--- src/rtl/initiator_port_if.sv ---
// Initiator port bundle: initiator-core request/response signals plus the
// serial bus toward arbiter/target.
//   master : view of initiator_port (drives init_ready/done/err/rdata*, bus_req,
//            bus_data_out*, bus_mode, bus_rw)
//   slave  : view of the environment (initiator core + arbiter + target)
// Widths must match the parameters of the initiator_port it is bound to.
interface initiator_port_if #(
  parameter int ADDR_WIDTH = 16,
  parameter int DATA_WIDTH = 8
);
  logic                  init_req;
  logic [ADDR_WIDTH-1:0] init_addr;
  logic [DATA_WIDTH-1:0] init_wdata;
  logic                  init_rw;
  logic                  init_ready;
  logic                  init_done;
  logic                  init_err;
  logic [DATA_WIDTH-1:0] init_rdata;
  logic                  init_rdata_valid;
  logic                  bus_req;
  logic                  bus_grant;
  logic                  bus_data_out;
  logic                  bus_data_out_valid;
  logic                  bus_mode;
  logic                  bus_rw;
  logic                  bus_data_in;
  logic                  bus_data_in_valid;
  logic                  bus_target_ready;
  logic                  bus_target_ack;

  modport master (
    input  init_req, init_addr, init_wdata, init_rw,
           bus_grant, bus_data_in, bus_data_in_valid, bus_target_ready, bus_target_ack,
    output init_ready, init_done, init_err, init_rdata, init_rdata_valid,
           bus_req, bus_data_out, bus_data_out_valid, bus_mode, bus_rw
  );

  modport slave (
    output init_req, init_addr, init_wdata, init_rw,
           bus_grant, bus_data_in, bus_data_in_valid, bus_target_ready, bus_target_ack,
    input  init_ready, init_done, init_err, init_rdata, init_rdata_valid,
           bus_req, bus_data_out, bus_data_out_valid, bus_mode, bus_rw
  );
endinterface

--- src/rtl/initiator_port.sv ---
// Initiator-side serial bus port. Accepts one parallel read/write request,
// requests the bus, shifts the address (and write data) out LSB first on a
// single bit, then waits for target ack / serial read data, or times out.
// Ports:
//   clk, rst_n : clock (posedge), asynchronous active-low reset
//   p          : initiator_port_if.master -- init_* request/response and
//                bus_* serial signals. All outputs registered except
//                init_ready, which is a decode of the IDLE state.
module initiator_port #(
  parameter int ADDR_WIDTH = 16,
  parameter int DATA_WIDTH = 8,
  parameter int TIMEOUT    = 1024
) (
  input logic              clk,
  input logic              rst_n,
  initiator_port_if.master p
);
  localparam int SW = (ADDR_WIDTH > DATA_WIDTH) ? ADDR_WIDTH : DATA_WIDTH;
  localparam int CW = $clog2(SW) + 1;
  localparam int RW = $clog2(DATA_WIDTH + 1);
  localparam int TW = $clog2(TIMEOUT + 1);

  typedef enum logic [2:0] {IDLE, REQ, ADDR, GAP, WDATA, WAIT, DONE} state_t;
  state_t state, state_nx;

  logic [SW-1:0]         tx_sh;    // remaining bits of the field being sent
  logic [DATA_WIDTH-1:0] wd_q;
  logic                  rw_q;
  logic [CW-1:0]         bit_cnt;
  logic [RW-1:0]         rx_cnt, rx_nx;
  logic [DATA_WIDTH-1:0] cap, cap_nx;
  logic [TW-1:0]         tcnt;
  logic                  ack_seen, rd_take, exit_ok, to_hit;

  logic                  busy_nx, rw_nx, dv_nx, mode_nx, dout_nx;
  logic                  done_nx, err_nx, rvalid_nx;
  logic [DATA_WIDTH-1:0] rdata_nx;

  // WAIT-phase evaluation. The current cycle's read bit and ack both count,
  // so a final bit arriving together with ack completes in that cycle.
  always_comb begin
    rd_take = (state == WAIT) && !rw_q && p.bus_data_in_valid &&
              (rx_cnt != RW'(DATA_WIDTH));
    // LSB-first capture: shift right, new bit enters at the MSB
    cap_nx  = rd_take ? ((cap >> 1) | (DATA_WIDTH'(p.bus_data_in) << (DATA_WIDTH - 1))) : cap;
    rx_nx   = rd_take ? rx_cnt + 1'b1 : rx_cnt;
    exit_ok = (ack_seen || p.bus_target_ack) && (rw_q || rx_nx == RW'(DATA_WIDTH));
    to_hit  = (state == WAIT) && !exit_ok && (tcnt == TW'(TIMEOUT - 1));
  end

  // state register
  always_ff @(posedge clk or negedge rst_n) begin
    if (!rst_n) state <= IDLE;
    else        state <= state_nx;
  end

  // next state
  always_comb begin
    state_nx = state;
    case (state)
      IDLE:    if (p.init_req) state_nx = REQ;
      REQ:     if (p.bus_grant && p.bus_target_ready) state_nx = ADDR;
      ADDR:    if (bit_cnt == CW'(ADDR_WIDTH - 1)) state_nx = rw_q ? GAP : WAIT;
      GAP:     state_nx = WDATA;
      WDATA:   if (bit_cnt == CW'(DATA_WIDTH - 1)) state_nx = WAIT;
      WAIT:    if (exit_ok || to_hit) state_nx = DONE;
      DONE:    state_nx = IDLE;
      default: state_nx = IDLE;
    endcase
  end

  // datapath: request latch, shifter, counters, ack tracking
  always_ff @(posedge clk or negedge rst_n) begin
    if (!rst_n) begin
      tx_sh    <= '0;
      wd_q     <= '0;
      rw_q     <= 1'b0;
      bit_cnt  <= '0;
      rx_cnt   <= '0;
      cap      <= '0;
      tcnt     <= '0;
      ack_seen <= 1'b0;
    end else begin
      if (state == IDLE && p.init_req) begin
        tx_sh <= SW'(p.init_addr);
        wd_q  <= p.init_wdata;
        rw_q  <= p.init_rw;
      end else if (state_nx == GAP) begin
        tx_sh <= SW'(wd_q);
      end else if (state_nx == ADDR || state_nx == WDATA) begin
        tx_sh <= tx_sh >> 1;  // bit 0 goes out on this edge
      end

      bit_cnt <= (state_nx == state && (state == ADDR || state == WDATA)) ?
                 bit_cnt + 1'b1 : '0;
      tcnt    <= (state == WAIT) ? tcnt + 1'b1 : '0;

      if (state == IDLE) begin
        rx_cnt   <= '0;
        cap      <= '0;
        ack_seen <= 1'b0;
      end else begin
        rx_cnt <= rx_nx;
        cap    <= cap_nx;
        if (state inside {ADDR, GAP, WDATA, WAIT} && p.bus_target_ack) ack_seen <= 1'b1;
      end
    end
  end

  // next values of the registered outputs, decoded from the upcoming state
  always_comb begin
    busy_nx   = state_nx inside {REQ, ADDR, GAP, WDATA, WAIT};
    rw_nx     = busy_nx && ((state == IDLE) ? p.init_rw : rw_q);
    dv_nx     = (state_nx == ADDR) || (state_nx == WDATA);
    mode_nx   = (state_nx == WDATA);
    dout_nx   = dv_nx && tx_sh[0];
    done_nx   = (state_nx == DONE);
    err_nx    = to_hit;
    rvalid_nx = done_nx && !to_hit && !rw_q;
    rdata_nx  = rvalid_nx ? cap_nx : p.init_rdata;
  end

  always_ff @(posedge clk or negedge rst_n) begin
    if (!rst_n) begin
      p.bus_req            <= 1'b0;
      p.bus_rw             <= 1'b0;
      p.bus_data_out_valid <= 1'b0;
      p.bus_mode           <= 1'b0;
      p.bus_data_out       <= 1'b0;
      p.init_done          <= 1'b0;
      p.init_err           <= 1'b0;
      p.init_rdata_valid   <= 1'b0;
      p.init_rdata         <= '0;
    end else begin
      p.bus_req            <= busy_nx;
      p.bus_rw             <= rw_nx;
      p.bus_data_out_valid <= dv_nx;
      p.bus_mode           <= mode_nx;
      p.bus_data_out       <= dout_nx;
      p.init_done          <= done_nx;
      p.init_err           <= err_nx;
      p.init_rdata_valid   <= rvalid_nx;
      p.init_rdata         <= rdata_nx;
    end
  end

  assign p.init_ready = (state == IDLE);
endmodule

--- src/flat_wrapper.sv ---
// flat-port wrapper written by rule: the top's interface ports become plain ports
module initiator_port_flat 
#(
  parameter int ADDR_WIDTH = 16,
  parameter int DATA_WIDTH = 8,
  parameter int TIMEOUT    = 1024
)
  (clk, rst_n, p_init_req, p_init_addr, p_init_wdata, p_init_rw, p_bus_grant, p_bus_data_in, p_bus_data_in_valid, p_bus_target_ready, p_bus_target_ack, p_init_ready, p_init_done, p_init_err, p_init_rdata, p_init_rdata_valid, p_bus_req, p_bus_data_out, p_bus_data_out_valid, p_bus_mode, p_bus_rw);
  initiator_port_if #(.ADDR_WIDTH(ADDR_WIDTH), .DATA_WIDTH(DATA_WIDTH)) p_i ();
  input logic clk;
  input logic rst_n;
  input wire logic [$bits(p_i.init_req)-1:0] p_init_req;
  input wire logic [$bits(p_i.init_addr)-1:0] p_init_addr;
  input wire logic [$bits(p_i.init_wdata)-1:0] p_init_wdata;
  input wire logic [$bits(p_i.init_rw)-1:0] p_init_rw;
  input wire logic [$bits(p_i.bus_grant)-1:0] p_bus_grant;
  input wire logic [$bits(p_i.bus_data_in)-1:0] p_bus_data_in;
  input wire logic [$bits(p_i.bus_data_in_valid)-1:0] p_bus_data_in_valid;
  input wire logic [$bits(p_i.bus_target_ready)-1:0] p_bus_target_ready;
  input wire logic [$bits(p_i.bus_target_ack)-1:0] p_bus_target_ack;
  output wire logic [$bits(p_i.init_ready)-1:0] p_init_ready;
  output wire logic [$bits(p_i.init_done)-1:0] p_init_done;
  output wire logic [$bits(p_i.init_err)-1:0] p_init_err;
  output wire logic [$bits(p_i.init_rdata)-1:0] p_init_rdata;
  output wire logic [$bits(p_i.init_rdata_valid)-1:0] p_init_rdata_valid;
  output wire logic [$bits(p_i.bus_req)-1:0] p_bus_req;
  output wire logic [$bits(p_i.bus_data_out)-1:0] p_bus_data_out;
  output wire logic [$bits(p_i.bus_data_out_valid)-1:0] p_bus_data_out_valid;
  output wire logic [$bits(p_i.bus_mode)-1:0] p_bus_mode;
  output wire logic [$bits(p_i.bus_rw)-1:0] p_bus_rw;
  assign p_i.init_req = p_init_req;
  assign p_i.init_addr = p_init_addr;
  assign p_i.init_wdata = p_init_wdata;
  assign p_i.init_rw = p_init_rw;
  assign p_i.bus_grant = p_bus_grant;
  assign p_i.bus_data_in = p_bus_data_in;
  assign p_i.bus_data_in_valid = p_bus_data_in_valid;
  assign p_i.bus_target_ready = p_bus_target_ready;
  assign p_i.bus_target_ack = p_bus_target_ack;
  assign p_init_ready = p_i.init_ready;
  assign p_init_done = p_i.init_done;
  assign p_init_err = p_i.init_err;
  assign p_init_rdata = p_i.init_rdata;
  assign p_init_rdata_valid = p_i.init_rdata_valid;
  assign p_bus_req = p_i.bus_req;
  assign p_bus_data_out = p_i.bus_data_out;
  assign p_bus_data_out_valid = p_i.bus_data_out_valid;
  assign p_bus_mode = p_i.bus_mode;
  assign p_bus_rw = p_i.bus_rw;
  initiator_port #(.ADDR_WIDTH(ADDR_WIDTH), .DATA_WIDTH(DATA_WIDTH), .TIMEOUT(TIMEOUT)) u_core (.clk(clk), .rst_n(rst_n), .p(p_i));
endmodule
--- config.mk ---
export PLATFORM = sky130hd
export DESIGN_NAME = initiator_port_flat
export DESIGN_NICKNAME = d
export VERILOG_FILES = /design/src/rtl/initiator_port_if.sv /design/src/rtl/initiator_port.sv /design/src/flat_wrapper.sv
export SDC_FILE = /design/constraint.sdc
export NUM_CORES = 1
export LEC_CHECK = 0
export CAP_MARGIN = 15
export CORE_MARGIN = 5
export CORE_UTILIZATION = 53
export CTS_CLUSTER_DIAMETER = 100
export CTS_CLUSTER_SIZE = 40
export DETAILED_ROUTE_END_ITERATION = 8
export PLACE_DENSITY_LB_ADDON = 0.2
export SLEW_MARGIN = 20
export SYNTH_ARGS = -nofsm -noshare
export SYNTH_HDL_FRONTEND = slang
export SYNTH_SLANG_ARGS = --single-unit
--- constraint.sdc ---
create_clock -name clk -period 6.1 [get_ports clk]
set_input_delay 1.525 -clock clk [delete_from_list [all_inputs] [get_ports clk]]
set_output_delay 1.525 -clock clk [all_outputs]
set_load 0.005 [all_outputs]
==> results.toml <==
[timing]
setup_tns_final_ps = 0
setup_viol = 0
setup_repair_after_global_routing_missed_its_margin = "false"
post-route-period-util_pct = 59.5
finClkSkew_ps = 8.26
minimum_clock_period_after_layout_ps = 3630
timing_max_transition_violations_final = 0
hold_viol = 0
maxClockFrequency_ghz = 0.275
max_slew.worst_pin.slew_ps = 893
max_slew_margin_pct = 40.5

[finish]
layout.cells.non_filler = 429
drive_gt1_share_pct = 7.95
antenna_cells = 0
layout-area-overhead-vs-synth_pct = 21.9
finalNetCount = 385
final.fill_count = 510
postLayoutCellArea_um2 = 4150

[global_route]
largest_net_degree_at_the_start_of_global_routing = 74
global_route.overflow_total = 0
grt_first_pass_wirelength_um = 11000
first_global_vias = 2355
grt_util_all_layers_pct = 16.6
antenna_found_initial = 0

[synthesis]
synth_sequential_area_ratio_pct = 53.7
synth_top_cell_by_area = "dfrtp_1"
number_of_flops_mapped_to_enable_cells_by_yosys = 0
yosys-top-cells-area = "dfrtp_1, mux2i_1, nor2_1"
ys.flop_type = "dfrtp_1"
synth_top_area_share_pct = 53.7
synth_area_um2 = 3400
asr_flop_ratio_synth_pct = 100
syn_area_per_cell_um2 = 11.4
ys_warn_count = 0
synth_seq_cells = 73
synthesis.nets = 337
synth.distinct_cells = 52
netlist_instances = 299

[power_and_ir_drop]
power.static_leakage_nw = 1.90
worst_ir_drop_vdd_v = 0.000261
finalPower_mw = 1.72
power_per_cell_area_nw_per_um2 = 414

[clocking]
cts_setup_buffers = 0
depth_of_the_cts_h_tree = 3
clock_latency_reported_for_the_late_side_of_the_worst_skew_pair_ps = 350
cts_max_path_buffers = 2
post_cts_hold_buffer_count = 0
cts.repair.resized = 0
cts.reportedPaths.clkPinSlew_ps = 80
cts_root_buffer = "clkbuf_8"
cts_tree = "yes"
clkSinkCount = 73
cts_inserted_buffers = 9

[run_status]
status = "completed"

[drt]
route.vias.total = 2321
drt-pass1-iter-count = 4
routed_wl_um = 6230
first_iter_violations = 117
detail-route-antenna-nets = 0
drc = 0
post_drt_via_cell_ratio = 5.41
wl_per_cell_um = 14.5

[critical_path]
worstSetupStartpoint = "u_core.state[0]"
worstSetupStartpointType = "register"
critical_path_arrival_ps = 2110
critical_path.max_fanout = 15
timing.rr.end = "u_core.tx_sh[5]"
worst_setup_path_end_kind = "output pin"
reg2reg_setup_slack_ps = 3350
worst_ep_required_time_ps = 4580
timing_worst_setup_path_type = "reg -> out"
regToRegStartpoint = "u_core.bit_cnt[0]"
reg2regPathDepth = 8

[floorplan]
num_io_pins = 50
die_area_um2 = 8120
row_count = 29
core_area_um2 = 6310
initial_utilization_pct = 53.9
die_height_um = 90.1
width_of_the_die_um = 90.1

[worst_hold_path]
hold-path-endpoint = "u_core.bit_cnt[0]"
min-delay-path-class = "reg -> reg"
worst_min_path_start = "u_core.bit_cnt[0]"
hold-path-cell-count = 1

[place]
placedCellCount = 413
io_buffers = 49
finalWeightedCongestion = 0.772
dpl_cell_area_um2 = 3910
post-dp-hpwl_um = 4280

[job]
timing.max_cap.violations = 0
[per-layer routing]
| layer | vias to the layer above | global-route usage, % | share of wire, % |
|---|---|---|---|
| li1 | 1140 | - | - |
| met1 | 1135 | 21.9 | 46 |
| met2 | 38 | 25.5 | 47 |
| met3 | 8 | 5.93 | 4.8 |
| met4 | 0 | 5.21 | 1.5 |
| met5 | - | 0 | 0 |
[cells by family (layout without fill, tap and decap cells)]
group / Yosys count / after routing / synth area share, %
AND/OR/NAND/NOR: 95 / 95 / 15.0
flip-flops: 73 / 73 / 53.7
AO/OA/AOI/OAI: 47 / 47 / 10.8
multiplexers: 35 / 35 / 10.8
buffers and inverters: 31 / 84 / 4.60
XOR/XNOR: 13 / 13 / 3.35
adder cells (fa/ha/maj): 5 / 5 / 1.84
[how the worst max path moves through the flow]
stage	end	slack, ps
final	p_init_ready	2470
after global routing	p_init_ready	2360
after CTS	p_init_ready	2440
after detailed placement	u_core.p.init_rdata[5]	2340
after global placement	u_core.p.init_rdata[6]	2400
after floorplan	u_core.p.init_rdata[0]	3290
[critical path, stage by stage, from the launching register on]
cell	delay (ps)
dfrtp_1	520
nor3_4	610
clkdlybuf4s50_1	630
[cell usage in the layout (no fill, tap or decap), types with 2 or more instances in the layout]
cell              n
dfrtp_1          73
and3_1            3
nand2_1          18
and2_1            4
o21ai_0           3
nand3_1           7
nor2b_1           3
a22o_1            8
o21bai_1          2
clkdlybuf4s50_1  48
mux2_1            9
nor3_4            2
xnor2_1           5
nor3_1            3
o21ai_1           8
xor2_1            8
bufinv_16         3
a21oi_1           7
nand3b_1          2
buf_4             2
ha_1              5
a221o_1           8
a31oi_1           2
mux2i_1          25
inv_1            18
nor2_1           34
nand4_1           5
clkbuf_8         10
[area by class of cell]
cell class                      instances  area (µm²)  area share, %
Multi-Input combinational cell        195        1420           34.2
Sequential cell                        73        1830           44.0
Clock inverter                          5         103           2.47
Clock buffer                           11         141           3.41
Inverter                               18        67.6           1.63
Timing Repair Buffer                   50         495           11.9
Tap cell                               77        96.3           2.32
[cell usage after synthesis, types with 2 or more instances]
cell type / number
nor2_1: 34
xor2_1: 8
ha_1: 5
nand4_1: 5
o21ai_0: 3
buf_4: 3
nand2_1: 18
mux2i_1: 25
nand3_1: 7
nor2b_1: 3
buf_2: 5
a22o_1: 8
nand3b_1: 2
mux2_1: 9
nor3_1: 3
a221o_1: 8
inv_1: 18
nor3_4: 2
a21oi_1: 7
and2_1: 4
clkbuf_1: 2
o21bai_1: 2
o21ai_1: 8
buf_6: 3
and3_1: 3
xnor2_1: 5
a31oi_1: 2
dfrtp_1: 73
[flip-flops by register name (all words and copies together), names as in the netlist]
signal	flops
u_core.bit_cnt	5
u_core.tx_sh	16
u_core.p.bus_rw	1
u_core.cap	8
u_core.ack_seen	1
u_core.p.init_rdata	8
u_core.p.init_rdata_valid	1
u_core.state	3
u_core.p.init_err	1
u_core.tcnt	11
u_core.wd_q	8
u_core.p.init_done	1
u_core.p.bus_req	1
u_core.rw_q	1
u_core.p.bus_mode	1
u_core.p.bus_data_out_valid	1
u_core.p.bus_data_out	1
u_core.rx_cnt	4
[stage by stage]
step / hold slack, ps / utilization [%] / setup slack, ps
after floorplan: 433 / - / 3290
after global placement: 446 / 61.9 / 2400
after detailed placement: 464 / 61.9 / 2340
after CTS: 474 / 65.7 / 2440
after global routing: 495 / 65.7 / 2360
final: 465 / 65.7 / 2470
[where the power goes]
group	internal (mW)	leakage, nW	switching (mW)
clock network	0.282	0.120	0.173
registers	0.608	0.923	0.101
logic	0.271	0.855	0.283
No activity file was read; power rests on OpenSTA's default activity.
